## src/rtl/alu_share_arbiter.sv

```systemverilog
// Shares one structural_ALU_1 between two requesters with a req/gnt/done handshake.
// Define ALU_ARB_RR_EN for round-robin arbitration; default build is fixed priority (req0 first).

module structural_ALU_1 (
  input  logic [15:0] a,
  input  logic [15:0] b,
  input  logic        c,
  input  logic [2:0]  op,
  output logic [15:0] w,
  output logic        neg,
  output logic        zer
);
  logic [15:0] b_sel;
  logic [15:0] sum;

  // op 1 reuses the adder with inverted B: a + ~b + c, so c=1 gives a - b
  assign b_sel = (op == 3'd1) ? ~b : b;
  assign sum   = a + b_sel + {15'd0, c};

  always_comb begin
    w = '0;
    unique case (op)
      3'd0, 3'd1: w = sum;
      3'd2:       w = a & b;
      3'd3:       w = a | b;
      3'd4:       w = a ^ b;
      3'd5:       w = ~a;
      3'd6:       w = {a[14:0], c};
      3'd7:       w = {c, a[15:1]};
      default:    w = '0;
    endcase
  end

  assign neg = w[15];
  assign zer = (w == '0);
endmodule

module alu_share_arbiter #(
  parameter int WIDTH = 16,
  parameter int CNT_W = 8
) (
  input  logic             clk,
  input  logic             rst,
  input  logic             req0,
  input  logic             req1,
  input  logic [WIDTH-1:0] a0,
  input  logic [WIDTH-1:0] b0,
  input  logic [WIDTH-1:0] a1,
  input  logic [WIDTH-1:0] b1,
  input  logic             c0,
  input  logic             c1,
  input  logic [2:0]       op0,
  input  logic [2:0]       op1,
  output logic             gnt0,
  output logic             gnt1,
  output logic             done0,
  output logic             done1,
  output logic [WIDTH-1:0] res,
  output logic             neg,
  output logic             zer,
  output logic             busy,
  output logic [CNT_W-1:0] op_cnt
);
  typedef enum logic [1:0] {IDLE, EXEC, DONE} state_t;

  state_t           state_q, state_nxt;
  logic [WIDTH-1:0] a_q, b_q;
  logic             c_q;
  logic [2:0]       op_q;
  logic             owner_q;
  logic             win1;
  logic             take;
  logic [WIDTH-1:0] alu_w;
  logic             alu_neg, alu_zer;

`ifdef ALU_ARB_RR_EN
  logic last_q;
  // on a tie the requester that did not win last time is served
  assign win1 = req1 & (~req0 | ~last_q);
`else
  assign win1 = req1 & ~req0;
`endif

  assign take = (state_q == IDLE) & (req0 | req1);
  assign busy = (state_q != IDLE);

  structural_ALU_1 u_alu (
    .a   (a_q),
    .b   (b_q),
    .c   (c_q),
    .op  (op_q),
    .w   (alu_w),
    .neg (alu_neg),
    .zer (alu_zer)
  );

  // handshake pulses are masked while rst is high so an aborted transaction shows nothing
  always_comb begin
    state_nxt = state_q;
    gnt0      = 1'b0;
    gnt1      = 1'b0;
    done0     = 1'b0;
    done1     = 1'b0;
    unique case (state_q)
      IDLE: begin
        if (req0 | req1) begin
          state_nxt = EXEC;
          gnt0      = ~rst & ~win1;
          gnt1      = ~rst & win1;
        end
      end
      EXEC: state_nxt = DONE;
      DONE: begin
        state_nxt = IDLE;
        done0     = ~rst & ~owner_q;
        done1     = ~rst & owner_q;
      end
      default: state_nxt = IDLE;
    endcase
  end

  always_ff @(posedge clk) begin
    if (rst) begin
      state_q <= IDLE;
      a_q     <= '0;
      b_q     <= '0;
      c_q     <= 1'b0;
      op_q    <= '0;
      owner_q <= 1'b0;
      res     <= '0;
      neg     <= 1'b0;
      zer     <= 1'b0;
      op_cnt  <= '0;
`ifdef ALU_ARB_RR_EN
      last_q  <= 1'b1;
`endif
    end else begin
      state_q <= state_nxt;
      if (take) begin
        a_q     <= win1 ? a1 : a0;
        b_q     <= win1 ? b1 : b0;
        c_q     <= win1 ? c1 : c0;
        op_q    <= win1 ? op1 : op0;
        owner_q <= win1;
`ifdef ALU_ARB_RR_EN
        last_q  <= win1;
`endif
      end
      if (state_q == EXEC) begin
        res <= alu_w;
        neg <= alu_neg;
        zer <= alu_zer;
      end
      if (state_q == DONE) op_cnt <= op_cnt + CNT_W'(1);
    end
  end
endmodule

```

## config.mk

```make
export PLATFORM = sky130hd
export DESIGN_NAME = alu_share_arbiter
export DESIGN_NICKNAME = d
export VERILOG_FILES = /design/src/rtl/alu_share_arbiter.sv
export SDC_FILE = /design/constraint.sdc
export NUM_CORES = 1
export LEC_CHECK = 0
export CELL_PAD_IN_SITES_DETAIL_PLACEMENT = 1
export CELL_PAD_IN_SITES_GLOBAL_PLACEMENT = 1
export CORE_ASPECT_RATIO = 1.1
export CORE_MARGIN = 5
export CORE_UTILIZATION = 42
export CTS_BUF_LIST = sky130_fd_sc_hd__clkbuf_8
export CTS_CLUSTER_DIAMETER = 150
export DETAILED_ROUTE_END_ITERATION = 8
export PLACE_DENSITY = 0.88
export SYNTH_ARGS = -nofsm -noshare
export SYNTH_HDL_FRONTEND = slang
export SYNTH_SLANG_ARGS = --single-unit
```

## constraint.sdc

```tcl
create_clock -name clk -period 7.7 [get_ports clk]
set_input_delay 1.54 -clock clk [delete_from_list [all_inputs] [get_ports clk]]
set_output_delay 1.54 -clock clk [all_outputs]
set_load 0.02 [all_outputs]
```

==> reports/metrics.yaml <==
status:
  status: "complete, no violations"
clock_network:
  cts_setup_buffers: 0
  clock_latency_ns: 0.36
  clkTransAtPathRegs_ns: 0.09
  cts_resized: 0
  numCtsBuffers: 9
  clk_path_buf_depth: 2
  cts_tree: "done"
  htree_levels: 3
  cts_num_sinks: 64
  cts-root-buf: "clkbuf_8"
  ctsHoldBuffers: 0
setup_path:
  arrival_ns: 3.61
  rr_startpoint: "op_q[0]$_SDFFE_PP0P_"
  cp-start-kind: "input port"
  required_ns: 6.16
  crit_fanout: 37
  crit_path_start: "req1"
  path_class: "in -> out"
  worstSetupEndpointType: "output pin"
placement:
  place_area_sq_um: 6190
  io_buffers: 106
  dp.cells: 848
  place.gp.congestion: 0.857
  pre_cts_slack_ns: 2.53
  hpwl_um: 12000
synth:
  yosys_warnings: 0
  yosysSeqAreaShare_pct: 25.4
  synthCells: 620
  synth.net_count: 745
  ys_types: 60
  syn_area_sq_um: 5040
  ys_ff_latch: 64
  syn_avg_cell_area_sq_um: 8.13
  synth_ff_type: "dfxtp_1"
  ys_async_sr_fraction_pct: 0
  synth_edf_count: 0
floorplanning:
  start_util_pct: 42.4
  placementRows: 42
  die_y_um: 125
  io_pins: 107
  die_area_sq_um: 14300
  die-width_um: 114
  coreArea_sq_um: 11900
route:
  drc: 0
  drt-initial-drc-count: 214
  vias: 4907
  routed_wl_um: 15600
  ant_nets: 0
  drtPass1Iterations: 5
  routed_via_density: 5.68
  wl_per_cell_um: 18.0
timing:
  fin_crit_ns: 5.15
  rsz0062_at_grt: "no"
  report.final.hold_viol_count: 0
  drv_slew: 0
  finalSetupViolations: 0
  whs_ns: 0.473
  finalSetupTns_ns: 0
  worst_pin_slew_ns: 0.764
  fin_crit_sh_pct: 66.9
  max_freq_mhz: 194
  worst_slack_ns: 2.55
  slew_headroom_pct: 49.0
  skew_ns: 0.0141
global_route:
  grt_start_max_net_pins: 73
  grt_pass1_wl_um: 25600
  grt_usage_pct: 22.1
  grt_pass1_vias: 5188
  antenna_found_initial: 0
  grt-ovfl-total: 0
cells_and_area:
  area.growth.synth_to_final_pct: 27.8
  layout-drive-gt1-share_pct: 6.90
  n_antenna_cell: 0
  final_common_cell: "clkdlybuf4s50_1"
  multi_input_area_sq_um: 3430
  finalNetCount: 830
  register_area_sq_um: 1280
  instances_no_fill: 864
  fillers: 1451
  stdcell_area_sq_um: 6440
  layout_common_cells: "105 x clkdlybuf4s50_1, 83 x nor2_1, 64 x dfxtp_1"
job:
  cap_viol_max_count: 0
pwr:
  power.density_nw_per_um2: 207
  power_leakage_nw: 2.58
  peakVddDrop_uv: 95.5
min_path:
  min_path_type: "reg -> reg"
  hp-start: "zer$_SDFFE_PP0N_"
-- routing by layer --
metal | global-route usage, % | share of wire, % | vias to the layer above
met5 | 0 | 0 | -
met1 | 27.3 | 44 | 2378
li1 | - | - | 2386
met3 | 4.52 | 4.9 | 15
met2 | 38.4 | 50 | 128
met4 | 6.08 | 1.5 | 0
-- cell families (layout without fill, tap and decap cells) --
logic type                 Yosys count  count (layout)  synth area share [%]
xor gates and xnor gates            29              29                  5.04
DFF                                 64              64                  25.4
buffers and inverters               84             174                  6.85
and+or+nand+nor                    179             179                  16.5
muxes                               50              50                  10.8
adders and majority gates           49              49                  12.5
AOI/OAI and AO/OA                  165             165                  23.0
-- worst max-delay path, stage by stage --
cell and delay [ns]:
clkdlybuf4s50_1 0.52, nor2b_4 0.15, buf_4 0.48, nor3b_1 0.27, clkdlybuf4s50_1 0.64
-- final cells by class --
type,count,area share [%]
Sequential cell,64,19.9
Clock inverter,7,1.98
Multi-Input combinational cell,472,53.2
Tap cell,154,2.99
Inverter,43,2.51
Timing Repair Buffer,115,17.5
Clock buffer,9,1.92
-- final timing paths --
| path | endpoint | slack (ns) | cells after the start |
|---|---|---|---|
| max reg2reg | zer$_SDFFE_PP0N_ | 3.95 | 16 |
| max | gnt1 | 2.55 | 5 |
| min reg2reg | zer$_SDFFE_PP0N_ | 0.47 | 2 |
| min | zer$_SDFFE_PP0N_ | 0.47 | 2 |
-- per-stage QoR --
stage          power [mW]  utilization [%]
6_report             1.33             54.2
5_1_grt              1.42             54.2
4_1_cts              1.33             54.2
3_5_place_dp        0.959             52.1
3_3_place_gp        0.929             52.1
2_1_floorplan       0.783                -
-- sequential cells by signal (all words and copies together) (netlist names) --
register and cells:
owner_q 1, b_q 16, op_q 3, c_q 1
zer 1, state_q 2, res 16, op_cnt 8
a_q 16
-- report_power, final --
| part | switching (mW) | internal, mW | total (mW) |
|---|---|---|---|
| registers | 0.0388 | 0.364 | 0.403 |
| logic | 0.311 | 0.247 | 0.558 |
| clock network | 0.153 | 0.219 | 0.372 |
| total | 0.502 | 0.831 | 1.33 |
-- synth_stat cells (3+ instances only) --
library cell	instances	area, sq um
a21oi_1	33	165
nand2b_1	16	100
nor2_1	84	315
ha_1	47	588
xnor2_1	22	193
nand2_1	37	139
mux4_2	3	67.6
nor2b_1	7	43.8
mux2_2	4	45.0
and3_1	7	43.8
nor3_1	6	30.0
a32oi_1	3	26.3
nand3_1	6	30.0
a22oi_1	5	37.5
buf_2	9	45.0
o22ai_1	6	37.5
a21o_1	7	52.6
mux2i_1	43	430
clkbuf_1	22	82.6
buf_1	5	18.8
a211oi_1	50	375
xor2_1	7	61.3
o21ai_1	4	20.0
a221oi_1	6	52.6
nor3b_1	4	30.0
o21ai_0	19	95.1
inv_1	42	158
a211o_1	3	26.3
dfxtp_1	64	1280
buf_4	5	37.5
a31oi_1	3	18.8
(Power assumes the default switching activity.)
